<file path="src/rtl/fetch_pkg.sv">
// rtl/fetch_pkg.sv - shared types and constants for the instruction fetch front end
package fetch_pkg;

    localparam int XLEN_DEF = 32;
    localparam logic [XLEN_DEF-1:0] NOP_INSTR = 32'h0000_0013;

    typedef struct packed {
        logic [XLEN_DEF-1:0] pc;
        logic [XLEN_DEF-1:0] instr;
    } fetch_entry_t;

    // Counter wide enough to hold 0..depth inclusive
    function automatic int cnt_width(input int depth);
        return $clog2(depth + 1);
    endfunction

endpackage

</file>
<file path="src/rtl/fetch_fifo.sv">
// rtl/fetch_fifo.sv - in-order prefetch FIFO of {pc, instr} entries with flush
module fetch_fifo
    import fetch_pkg::*;
#(
    parameter int DEPTH = 2,
    localparam int CW = cnt_width(DEPTH)
) (
    input  logic          clk,
    input  logic          rst_n,
    input  logic          flush,
    input  logic          push,
    input  fetch_entry_t  push_data,
    input  logic          pop,
    output fetch_entry_t  head,
    output logic          empty,
    output logic          full,
    output logic [CW-1:0] count
);

    localparam int PW = (DEPTH > 1) ? $clog2(DEPTH) : 1;

    fetch_entry_t  mem_q [DEPTH];
    fetch_entry_t  mem_d [DEPTH];
    logic [PW-1:0] rd_ptr_q, rd_ptr_d;
    logic [PW-1:0] wr_ptr_q, wr_ptr_d;
    logic [CW-1:0] count_q, count_d;
    logic          do_push, do_pop;

    function automatic logic [PW-1:0] ptr_inc(input logic [PW-1:0] p);
        if (p == PW'(DEPTH - 1)) begin
            return '0;
        end
        return p + 1'b1;
    endfunction

    assign empty   = (count_q == '0);
    assign full    = (count_q == CW'(DEPTH));
    assign count   = count_q;
    assign head    = mem_q[rd_ptr_q];
    assign do_pop  = pop && !empty;
    assign do_push = push && (!full || do_pop);

    // Next-state for storage, pointers and occupancy; flush wins over everything
    always_comb begin
        mem_d    = mem_q;
        rd_ptr_d = rd_ptr_q;
        wr_ptr_d = wr_ptr_q;
        count_d  = count_q;
        if (flush) begin
            rd_ptr_d = '0;
            wr_ptr_d = '0;
            count_d  = '0;
        end else begin
            if (do_push) begin
                mem_d[wr_ptr_q] = push_data;
                wr_ptr_d        = ptr_inc(wr_ptr_q);
            end
            if (do_pop) begin
                rd_ptr_d = ptr_inc(rd_ptr_q);
            end
            count_d = count_q + CW'(do_push) - CW'(do_pop);
        end
    end

    // State registers
    always_ff @(posedge clk or negedge rst_n) begin
        if (!rst_n) begin
            for (int i = 0; i < DEPTH; i++) begin
                mem_q[i] <= '0;
            end
            rd_ptr_q <= '0;
            wr_ptr_q <= '0;
            count_q  <= '0;
        end else begin
            for (int i = 0; i < DEPTH; i++) begin
                mem_q[i] <= mem_d[i];
            end
            rd_ptr_q <= rd_ptr_d;
            wr_ptr_q <= wr_ptr_d;
            count_q  <= count_d;
        end
    end

endmodule

</file>
<file path="src/rtl/fetch_unit.sv">
// rtl/fetch_unit.sv - RV32 fetch front end (optional misaligned-redirect trap: FETCH_MISALIGN_TRAP_EN)
module fetch_unit
    import fetch_pkg::*;
#(
    parameter int             XLEN       = XLEN_DEF,
    parameter logic [XLEN-1:0] RESET_PC  = '0,
    parameter int             FIFO_DEPTH = 2
) (
    input  logic            clk,
    input  logic            rst_n,
    input  logic            PCSel,
    input  logic [XLEN-1:0] alu_target,
    output logic            imem_req_valid,
    input  logic            imem_req_ready,
    output logic [XLEN-1:0] imem_req_addr,
    input  logic            imem_resp_valid,
    input  logic [XLEN-1:0] imem_resp_data,
    output logic [XLEN-1:0] I,
    output logic [XLEN-1:0] inst_pc,
    output logic            inst_valid,
    input  logic            inst_ready,
    output logic            misalign_err
);

    localparam int CW = cnt_width(FIFO_DEPTH);

    logic [XLEN-1:0] fetch_pc_q, fetch_pc_d;
    logic [XLEN-1:0] req_addr_q, req_addr_d;
    logic [XLEN-1:0] resp_pc_q, resp_pc_d;
    logic            req_valid_q, req_valid_d;
    logic [CW-1:0]   outstanding_q, outstanding_d;
    logic [CW-1:0]   discard_q, discard_d;
    logic            misalign_q, misalign_d;

    logic            halted, halted_nxt;
    logic            req_fire, req_hold, redirect;
    logic [XLEN-1:0] target_aligned, base_pc;
    logic [CW-1:0]   count_nxt;
    logic [CW:0]     credit_sum;
    logic            credit_ok;

    logic            fifo_push, fifo_pop, fifo_empty, fifo_full;
    logic [CW-1:0]   fifo_count;
    fetch_entry_t    fifo_head, push_entry;

`ifdef FETCH_MISALIGN_TRAP_EN
    assign halted     = misalign_q;
    assign halted_nxt = misalign_d;
`else
    logic unused_low_bits;
    assign unused_low_bits = ^alu_target[1:0];
    assign halted          = 1'b0;
    assign halted_nxt      = 1'b0;
`endif

    assign req_fire       = req_valid_q && imem_req_ready;
    assign req_hold       = req_valid_q && !imem_req_ready;
    assign inst_valid     = !fifo_empty && !halted;
    assign fifo_pop       = inst_valid && inst_ready;
    assign redirect       = fifo_pop && PCSel;
    assign target_aligned = {alu_target[XLEN-1:2], 2'b00};
    // A response in the redirect cycle, a discard credit, or a halt all drop the word
    assign fifo_push      = imem_resp_valid && (discard_q == '0) && !redirect && !halted;
    assign push_entry     = '{pc: resp_pc_q, instr: imem_resp_data};

    assign imem_req_valid = req_valid_q;
    assign imem_req_addr  = req_addr_q;
    assign I              = inst_valid ? fifo_head.instr : NOP_INSTR;
    assign inst_pc        = inst_valid ? fifo_head.pc : resp_pc_q;
    assign misalign_err   = misalign_q;

    fetch_fifo #(.DEPTH(FIFO_DEPTH)) u_fifo (
        .clk       (clk),
        .rst_n     (rst_n),
        .flush     (redirect),
        .push      (fifo_push),
        .push_data (push_entry),
        .pop       (fifo_pop),
        .head      (fifo_head),
        .empty     (fifo_empty),
        .full      (fifo_full),
        .count     (fifo_count)
    );

    // Credits, discard count, PC tracking and request issue
    always_comb begin
        outstanding_d = outstanding_q + CW'(req_fire) - CW'(imem_resp_valid);

        discard_d = discard_q;
        if (imem_resp_valid && (discard_q != '0)) begin
            discard_d = discard_q - 1'b1;
        end
        if (redirect) begin
            // Everything still in flight plus a stalled request belongs to the old stream
            discard_d = outstanding_d + CW'(req_hold);
        end

        resp_pc_d = resp_pc_q;
        if (redirect) begin
            resp_pc_d = target_aligned;
        end else if (fifo_push) begin
            resp_pc_d = resp_pc_q + 32'd4;
        end

`ifdef FETCH_MISALIGN_TRAP_EN
        misalign_d = misalign_q || (redirect && (alu_target[1:0] != 2'b00));
`else
        misalign_d = 1'b0;
`endif

        count_nxt  = redirect ? '0 : (fifo_count + CW'(fifo_push) - CW'(fifo_pop));
        credit_sum = {1'b0, outstanding_d} + {1'b0, count_nxt};
        credit_ok  = credit_sum < (CW + 1)'(FIFO_DEPTH);
        base_pc    = redirect ? target_aligned : fetch_pc_q;

        // A raised request keeps its address until accepted, even across a redirect
        req_valid_d = 1'b0;
        req_addr_d  = req_addr_q;
        fetch_pc_d  = base_pc;
        if (req_hold) begin
            req_valid_d = 1'b1;
        end else if (!halted_nxt && credit_ok) begin
            req_valid_d = 1'b1;
            req_addr_d  = base_pc;
            fetch_pc_d  = base_pc + 32'd4;
        end
    end

    // State registers
    always_ff @(posedge clk or negedge rst_n) begin
        if (!rst_n) begin
            fetch_pc_q    <= RESET_PC;
            req_addr_q    <= RESET_PC;
            resp_pc_q     <= RESET_PC;
            req_valid_q   <= 1'b0;
            outstanding_q <= '0;
            discard_q     <= '0;
            misalign_q    <= 1'b0;
        end else begin
            fetch_pc_q    <= fetch_pc_d;
            req_addr_q    <= req_addr_d;
            resp_pc_q     <= resp_pc_d;
            req_valid_q   <= req_valid_d;
            outstanding_q <= outstanding_d;
            discard_q     <= discard_d;
            misalign_q    <= misalign_d;
        end
    end

    // Credit accounting guarantees the prefetch FIFO always has room for a kept response
    a_push_room: assert property (@(posedge clk) disable iff (!rst_n)
        !(fifo_push && fifo_full && !fifo_pop));

endmodule
</file>
<file path="config.mk">
export PLATFORM = sky130hd
export DESIGN_NAME = fetch_unit
export DESIGN_NICKNAME = d
export VERILOG_FILES = /design/src/rtl/fetch_pkg.sv /design/src/rtl/fetch_fifo.sv /design/src/rtl/fetch_unit.sv
export SDC_FILE = /design/constraint.sdc
export NUM_CORES = 1
export LEC_CHECK = 0
export ABC_AREA = 1
export BUFFER_PORTS_ARGS = -buffer_cell sky130_fd_sc_hd__buf_2
export CORE_AREA = 3 3 153 155
export DETAILED_ROUTE_END_ITERATION = 7
export DIE_AREA = 0 0 156 158
export GPL_ROUTABILITY_DRIVEN = 0
export PLACE_DENSITY = 0.76
export SLEW_MARGIN = 40
export SYNTH_ARGS = -nofsm -noshare
export SYNTH_HDL_FRONTEND = slang
export SYNTH_SLANG_ARGS = --single-unit
export TNS_END_PERCENT = 30
</file>
<file path="constraint.sdc">
create_clock -name clk -period 3.6 [get_ports clk]
set_input_delay 0.54 -clock clk [delete_from_list [all_inputs] [get_ports clk]]
set_output_delay 0.54 -clock clk [all_outputs]
set_load 0.005 [all_outputs]
</file>
### Word level (Yosys, flattened, before mapping)

Index checks and enable logic that the tools add are counted.

* register bits: 233
* output and inout port bits: 99
* input port bits: 70
* word-level logic and storage cells: 92

* bitwise operators: 4
* reduce and logical (&&, ||, !) cells: 24
* order comparisons: 4
* add/subtract/negate cells: 13
* equality and inequality tests: 1
* mux-type cells: 33

Operators by type and width (count)
* 64-bit two-way mux: 4
* 32-bit two-way mux: 7
* 128-bit bitwise mux: 1
* 32-bit by 3-bit adder with 32-bit output (second input constant): 2
* 64-bit demux with 1-bit select: 1
* 1-bit two-way mux: 16
* 1-bit logical AND: 10
* 2-bit nonzero test: 5
* 2-bit by 1-bit adder with 2-bit output: 4
* 2-bit two-way mux: 4
* 2-bit by 1-bit subtractor with 2-bit output: 3
* 2-bit >= comparator (second input constant): 2
* 1-bit logical NOT: 4
* 2-bit logical NOT: 2
* 1-bit NOT with 2-bit output: 2
* 2-bit AND reduction: 2
* 2-bit by 2-bit adder with 3-bit output: 1
* 3-bit by 2-bit less-than comparator with 1-bit output (second input constant): 1
* 1-bit adder (second input constant): 2
* 2-bit equality test (second input constant): 1
* 2-bit by 1-bit less-than comparator with 1-bit output (second input constant): 1
* 1-bit NOT: 2
* 2-bit by 1-bit subtractor with 2-bit output (second input constant): 1
* 1-bit logical OR: 1

### Depth between registers and ports, before layout

Gate-level depths: netlist (run 1).

* word-level depth: 13
* depth in mapped cells: 21
* mapped depth without buffers: 21

### Hierarchy

From an unflattened synthesis (run 1), not the netlist that was laid out.

* cells, all modules: 1753
* area total of the unflattened synthesis: 13018.7 µm²

Modules (own cells, without submodules)
* fetch_fifo: times used 1, area an instance 6673.9 µm², cells an instance 811, sequential area each 3303.2 µm²
* fetch_unit: times used 1, area an instance 6344.8 µm², cells an instance 942, sequential area each 2477.4 µm²

### Least setup slack after synthesis (run 1)

OpenSTA, ideal clock, no wires.

* kind: flip-flop to flip-flop
* from: register u_fifo.count_q[1] (netlist: u_fifo.count[1])
* to: register fetch_pc_q[19]
* data required time: 3479 ps
* path buffers: 1
* clock period less this slack: 3397 ps
* library setup time: 121 ps
* stages on the path, launching flop included: 19
* path slack: 203 ps
* arrival time: 3276 ps
* cells stage by stage: dfrtp_1 nor2_2 nor2_4 buf_6 ha_1 inv_1 ha_1 o21ai_0 a21oi_1 fa_1 nor2_1 inv_1 nor2_1 nand2_1 nor2_4 nand2_2 nor2_4 nand2_1 xor2_1

* cells in the longest elaborated chain, start to end: 13
* elaborated cells on any way between the ends: 15
* those cells by class: add/sub: 4; order compare: 1; mux: 4; reduce/logical: 6

Ends and longest elaborated chain
* start: declaration: RTL line fetch_fifo.sv:26 `logic [CW-1:0] count_q, count_d;`
* start signal: assignment: RTL line fetch_fifo.sv:80 `count_q <= count_d;`
* 2-bit logical NOT: RTL line fetch_fifo.sv:36 `assign empty = (count_q == '0);`
* 1-bit logical NOT: RTL line fetch_unit.sv:58 `assign inst_valid = !fifo_empty && !halted;`
* 1-bit logical AND: RTL line fetch_unit.sv:59 `assign fifo_pop = inst_valid && inst_ready;`
* 1-bit logical AND: RTL line fetch_unit.sv:60 `assign redirect = fifo_pop && PCSel;`
* 1-bit logical NOT: RTL line fetch_unit.sv:63 `assign fifo_push = imem_resp_valid && (discard_q == '0) && !redirect && !halted;`
* 1-bit logical AND: RTL line fetch_unit.sv:63
* 2-bit by 1-bit adder with 2-bit output: RTL line fetch_unit.sv:111 `count_nxt = redirect ? '0 : (fifo_count + CW'(fifo_push) - CW'(fifo_pop));`
* 2-bit by 1-bit subtractor with 2-bit output: RTL line fetch_unit.sv:111
* 2-bit two-way mux: RTL line fetch_unit.sv:111
* 2-bit by 2-bit adder with 3-bit output: RTL line fetch_unit.sv:112 `credit_sum = {1'b0, outstanding_d} + {1'b0, count_nxt};`
* 3-bit by 2-bit less-than comparator with 1-bit output: RTL line fetch_unit.sv:113 `credit_ok = credit_sum < (CW + 1)'(FIFO_DEPTH);`
* 32-bit two-way mux: RTL line fetch_unit.sv:122 `end else if (!halted_nxt && credit_ok) begin`
* 32-bit two-way mux (*): RTL line fetch_unit.sv:120 `if (req_hold) begin`
* net fetch_pc_d[19]: RTL line fetch_unit.sv:27 `logic [XLEN-1:0] fetch_pc_q, fetch_pc_d;`
* end signal: assignment: RTL line fetch_unit.sv:140 `fetch_pc_q <= fetch_pc_d;`
* end: declaration: RTL line fetch_unit.sv:27

Mark *: on every way through the listed nets, which the timed path passes. The rest lies on a longest branch.
A chain may end at the register's enable or synchronous reset.

### Final worst setup path (run 1)

* from: register u_fifo.count_q[1] (netlist: u_fifo.count[1])
* to: register fetch_pc_q[16]

The elaborated chain is that of the path after synthesis.

==> qor.yml, run 1 <==
outcome: "finished clean"
cts-root-buf: "clkbuf_16"
cts_tree: "yes"
synthSimpleGateAreaFrac_pct: 18.5
ys_ff_latch: 227
worst-path-stages: 17
chipWidth_um: 156
first_global_vias: 9389
first_pass_iters: 5
cp_max_fo: 7
antenna_found_initial: 1
placed_area_sq_um: 12500
portBuffers: 163
clock.fmax_mhz: 308
drc: 0
syn2layout_area_growth_pct: 16.5
fin_area_sq_um: 13400
cp_top_family: "adder cells"
grt_pass1_wl_um: 47200
cp_data_arrival_time_ps: 3650
ys.flop_type: "dfrtp_1"
synth.distinct_cells: 39
finalMaxSlewViolations: 0
grt.total_usage_pct: 23.2
slowest_delay_ps: 430
yosys_warnings: 0
nNetsFinal: 1632
place_ws_ps: 24.9
synthAdderAreaFrac_pct: 1.16
ioPinCount: 169
critical_path.cell_chain: "nor2_2 -> nor2_4 -> ha_1 -> inv_1 -> ha_1 -> o21ai_1 -> a21oi_2 -> fa_1 -> nor2_1 -> inv_1 -> nor2_2 -> buf_4 -> inv_1 -> nor2_2 -> buf_4 -> nand2_1 -> xor2_1"
cts_buffers: 25
setup-tns-final_ps: 0
whs_ps: 22.2
dieArea_sq_um: 24600
rsz0062_at_grt: "no"
vias: 9951
maxSlewHeadroom_pct: 45.5
grt_max_degree: 96
slowest_stage: "dfrtp_1"
cp-end-kind: "flip-flop"
ant_nets: 0
cp.required_ps: 4000
avgSynthCellArea_sq_um: 8.15
grt-ovfl-total: 0
layout_common_cells: "nand2_1 (301), dfrtp_1 (227), o21ai_0 (204)"
synth_top_family_by_area: "simple AND/OR/NAND/NOR gates"
antennaDiodeCount: 0
period_minus_slack_ps: 3250
nFillCells: 1924
htreeDepth: 1
start_util_pct: 52.2
dr.first_iter.drc_count: 912
fin_crit_sh_pct: 90.2
cts_buffer_depth: 3
synthCells: 1407
async_reset_ff_share_pct: 100
power.total_uw: 12800
cp-start-kind: "flip-flop"
holdCritPathClass: "in -> async"
crit_type: "reg -> reg"
rr_worst_depth: 17
setup_ws_ps: 353
power.leakage_uw: 0.00662
clock_skew_ps: 13.2
clk_pin_slew_ps: 60
power_density_nw_per_um2: 956
cts.sinks: 227
drv_cap: 0
ys_seq_area_share_pct: 49.5
worst_pin_slew_ps: 818
finalSetupViolations: 0
synthXorXnorAreaFrac_pct: 2.14
clk_latency_ps: 520
hold_violations: 0
drive_above_1_share_pct: 18.8
synthMuxAreaShare_pct: 3.14
rows: 54
drt-total-wl_um: 29000
fp.coreArea_sq_um: 22000
die_h_um: 158
synth_edf_count: 0
detail_route.vias_per_cell: 5.38
path_buf_inv: 5
ir_drop_mv: 0.579
dp_hpwl_um: 20200
synth_compound_area_share_pct: 15.8
syn-cell-area_sq_um: 11500
wl_per_cell_um: 15.7
layout_commonest_cell: "nand2_1"
## area by class of cell
class	count	area, sq um	area share [%]
flip-flops and latches	227	5680	42.5
multi-input cells	914	4700	35.2
repair buffers	193	1080	8.05
clock buffers	37	741	5.54
inverters	191	717	5.36
well taps	280	350	2.62
clock inverters	9	101	0.758
## what timing repair did
| action | in CTS | in global routing |
|---|---|---|
| gates resized for setup | 0 | 3 |
| hold endpoints to repair | 0 | 0 |
| setup endpoints to repair | 0 | 16 |
| hold buffers | 0 | 0 |
| buffers inserted | 0 | 1 |
## state kept, by name, indices dropped and copies added, names as in the netlist
signal	count
u_fifo.mem_q	124
fetch_pc_q	32
imem_req_addr	32
resp_pc_q	30
discard_q	2
outstanding_q	2
u_fifo.count	2
imem_req_valid	1
u_fifo.rd_ptr_q	1
u_fifo.wr_ptr_q	1
## cell usage after synthesis (all sizes together) (8+ instances only)
library cell  count  share of area (%)
xor2             24                1.8
nand3            61                2.8
nand2           306                 10
inv             191                6.3
nor3             13               0.71
a31oi            13               0.71
a21oi           106                4.6
buf              28                1.9
o211ai            8               0.52
clkbuf           49                1.6
o21ai           214                9.5
nor2             83                3.2
dfrtp           227                 50
ha                9               0.98
mux2             32                3.1
nand4            24                1.3
## per-layer routing
metal / GRT usage (%) / part of all wire [%] / vias up
met5: 0 / 0.038 / -
met4: 5.97 / 2.2 / 2
met3: 3.58 / 7.3 / 52
met2: 37.3 / 46 / 368
met1: 33.1 / 45 / 4678
li1: - / - / 4851
## report_power, final
part	total [uW]	switching (uW)	internal [uW]
sequential	4370	610	3760
clock	2590	1020	1570
combinational	5830	3660	2170
total	12800	5290	7500
## cell families after synthesis
| logic type | count (synthesis) |
|---|---|
| AOI/OAI and AO/OA | 348 |
| adders and majority gates | 10 |
| xor gates and xnor gates | 28 |
| other | 1 |
| and+or+nand+nor | 493 |
| buffers and inverters | 268 |
| muxes | 32 |
| DFF | 227 |
## path summary, 6_finish.rpt
| kind | slack, ps | to | start |
|---|---|---|---|
| worst max-delay path | 350 | fetch_pc_q[16] | u_fifo.count[1] |
| worst min-delay path | 20 | u_fifo.mem_q[23] | rst_n |
| worst max register to register | 350 | fetch_pc_q[16] | u_fifo.count[1] |
| worst min register to register | 460 | fetch_pc_q[0] | fetch_pc_q[0] |
| max in group asynchronous | 2620 | imem_req_addr[22] | rst_n |
| min in group clk | 240 | u_fifo.mem_q[26] | imem_resp_data[26] |
## through the flow
stage                     utilization [%]  cells
final                                60.9   1851
after global routing                 60.9   1851
after CTS                            60.8   1850
after detailed placement             57.0   1804
after global placement               57.0   1804
after floorplan                         -   1409
No activity file was read; power rests on OpenSTA's default activity.
==> run 2, diff against run 1 <==
--- a/config.mk
+++ b/config.mk
@@ -7,11 +7,13 @@
 export LEC_CHECK = 0
 export ABC_AREA = 1
 export BUFFER_PORTS_ARGS = -buffer_cell sky130_fd_sc_hd__buf_2
-export CORE_AREA = 3 3 153 155
+export CELL_PAD_IN_SITES_DETAIL_PLACEMENT = 1
+export CELL_PAD_IN_SITES_GLOBAL_PLACEMENT = 1
+export CORE_AREA = 3 3 176 178
 export DETAILED_ROUTE_END_ITERATION = 7
-export DIE_AREA = 0 0 156 158
+export DIE_AREA = 0 0 179 181
 export GPL_ROUTABILITY_DRIVEN = 0
-export PLACE_DENSITY = 0.76
+export PLACE_DENSITY_LB_ADDON = 0.1
 export SLEW_MARGIN = 40
 export SYNTH_ARGS = -nofsm -noshare
 export SYNTH_HDL_FRONTEND = slang
==> run 2 against run 1 <==
Fmax fell by 2.5%. Critical path depth rose by 1. Cell area rose by 1.2%. Non-clock buffer count rose by 1. Total power rose by 1.2%. Sequential cell count did not move. Count of clock-buffer cells in the layout rose by 7. Sequential share of layout area fell by 0.47 points. Final cell count rose by 5.9%. Worst setup slack got worse by 84 ps. Highest routed layer is now met4. Critical path type unchanged.
==> qor.yml, run 2 (same netlist as run 1, synthesis figures left out) <==
grt-ovfl-total: 0  # unchanged
grt_pass1_wl_um: 54800  # +16%
first_global_vias: 10400  # +10%
htreeDepth: 1  # unchanged
fp.coreArea_sq_um: 29600  # +35%
chipWidth_um: 179  # +15%
finalSetupViolations: 0  # unchanged
antennaDiodeCount: 0  # unchanged
slowest_delay_ps: 460  # +30 ps
dr.first_iter.drc_count: 450  # -51%
layout_commonest_cell: "nand2_1"
cts_tree: "yes"
clk_latency_ps: 530  # about the same
cts.sinks: 227  # unchanged
switching_share_pct: 41.9  # +0.58 points
crit_type: "reg -> reg"
rows: 63  # +17%
cp.required_ps: 4020  # +20 ps
worst_pin_slew_ps: 726  # -91.4 ps
cts-root-buf: "clkbuf_16"
grt_max_degree: 82  # -15%
clk_pin_slew_ps: 60  # about the same
switching_power_uw: 5430  # +2.6%
cts_buffers: 28  # +12%
finalMaxSlewViolations: 0  # unchanged
power.leakage_uw: 0.00662  # about the same
ant_nets: 0  # unchanged
nFillCells: 3656  # +90%
p_comb_share_pct: 46.1  # +0.5 points
cp_data_arrival_time_ps: 3750  # +100 ps
die_h_um: 181  # +15%
power_density_nw_per_um2: 957  # about the same
cp-end-kind: "flip-flop"
slowest_stage: "fa_1"
start_util_pct: 38.8  # -13 points
place_ws_ps: -21.1  # -46.0 ps
cp_max_fo: 7  # unchanged
largest_register: "u_fifo.mem_q"
worst_path_most_repeated_cell: "nor2_4"
crit_start: "u_fifo.count[1]"
placed_area_sq_um: 12700  # +1.3%
detail_route.vias_per_cell: 5.03  # -6.4%
p_int_uw: 7510  # +0.23%
fin_crit_sh_pct: 92.5  # +2.3 points
antenna_found_initial: 0  # -1
layout_common_cells: "nand2_1 (301), dfrtp_1 (225), o21ai_0 (205)"
critical_path.cell_chain: "nor2_4 -> nor2_4 -> ha_1 -> inv_1 -> ha_1 -> o21ai_0 -> a21oi_1 -> fa_1 -> nor2_2 -> inv_1 -> nor2_1 -> buf_4 -> nand2_1 -> nor2_4 -> nand2_2 -> nor2_4 -> nand2_1 -> xor2_1"
fin_area_sq_um: 13500  # +1.2%
first_pass_iters: 5  # unchanged
power.total_uw: 12900  # +1.2%
vias: 9868  # -0.83%
drv_cap: 0  # unchanged
ioPinCount: 169  # unchanged
drive_above_1_share_pct: 18.7  # -0.19 points
clock_skew_ps: 9.30  # -3.91 ps
power_frac_seq_pct: 33.8  # -0.4 points
rsz0062_at_grt: "no"
holdCritPathClass: "in -> async"
dp_hpwl_um: 23600  # +17%
cts_buffer_depth: 3  # unchanged
setup_ws_ps: 269  # -84.0 ps
wl_met3_um: 1450  # -32%
utilization_pct: 45.7  # -15 points
maxSlewHeadroom_pct: 51.6  # +6.1 points
r2r_start: "u_fifo.count[1]"
ir_drop_mv: 0.636  # +9.8%
seqCellArea_sq_um: 5680  # about the same
drc: 0  # unchanged
outcome: "finished clean"
m1WireLength_um: 16100  # +24%
nNetsFinal: 1636  # +0.25%
hold_violations: 0  # unchanged
cp-start-kind: "flip-flop"
drt-total-wl_um: 33500  # +16%
portBuffers: 163  # unchanged
grt.total_usage_pct: 20.6  # -2.6 points
met2_length_um: 15500  # +17%
pwr-share-clk_pct: 20.1  # about the same
postCtsHoldBufs: 0  # unchanged
largest_register_ff_count: 124  # unchanged
dieArea_sq_um: 32400  # +31%
maxUsedRoutingLayer: "met4"
period_minus_slack_ps: 3330  # +84.0 ps
clock.fmax_mhz: 300  # -2.5%
multi_input_area_sq_um: 4700  # about the same
syn2layout_area_growth_pct: 17.9
setup-tns-final_ps: 0  # unchanged
wl_per_cell_um: 17.1  # +9.1%
[run 2: critical path: cells and delay by family, from the launching register on]
| kind | cells | cell delay, ps |
|---|---|---|
| AOI/OAI and AO/OA | 2 | 290 |
| DFF | 1 | 450 |
| buffers and inverters | 3 | 300 |
| and+or+nand+nor | 9 | 1130 |
| adders and majority gates | 3 | 880 |
| xor gates and xnor gates | 1 | 150 |
[run 2: power groups by stage]
stage / clock network [uW] / registers [uW] / logic, uW
2_1_floorplan: 0 / 4240 / 3880
3_3_place_gp: 0 / 4350 / 5840
3_5_place_dp: 0 / 4410 / 6020
4_1_cts: 2700 / 4370 / 6070
5_1_grt: 2800 / 4520 / 6890
6_report: 2600 / 4370 / 5970
[run 2: path summary, 6_finish.rpt]
check	depth (start not counted)	to	slack, ps
worst max-delay path	18	fetch_pc_q[23]	270
max in group asynchronous	2	u_fifo.mem_q[61]	2780
worst max register to register	18	fetch_pc_q[23]	270
min in group clk	3	u_fifo.mem_q[25]	230
worst min-delay path	1	u_fifo.mem_q[22]	20
worst min register to register	2	fetch_pc_q[1]	470
[run 2: what timing repair did]
action	4_1_cts	5_1_grt
endpoints found under the setup margin	0	4
resized for setup	0	3
setup buffers	0	1
[run 2: per-stage QoR]
stage / instances / hold slack [ps]
2_1_floorplan: 1409 / 244
3_3_place_gp: 1915 / 448
3_5_place_dp: 1915 / 461
4_1_cts: 1960 / 22.5
5_1_grt: 1961 / 44.1
6_report: 1961 / 15.1
[run 2: layer usage]
layer	vias to the layer above	GRT usage, %
li1	4848	-
met1	4802	29.6
met2	185	33.5
met3	33	3.13
met4	0	3.80
met5	-	0
[run 2: layout make-up]
| type | instances | area share [%] |
|---|---|---|
| Sequential cell | 227 | 42.0 |
| Multi-Input combinational cell | 914 | 34.8 |
| Timing Repair Buffer | 194 | 8.11 |
| Clock buffer | 44 | 6.15 |
| Inverter | 191 | 5.30 |
| Tap cell | 390 | 3.61 |
| Clock inverter | 1 | 0.0370 |
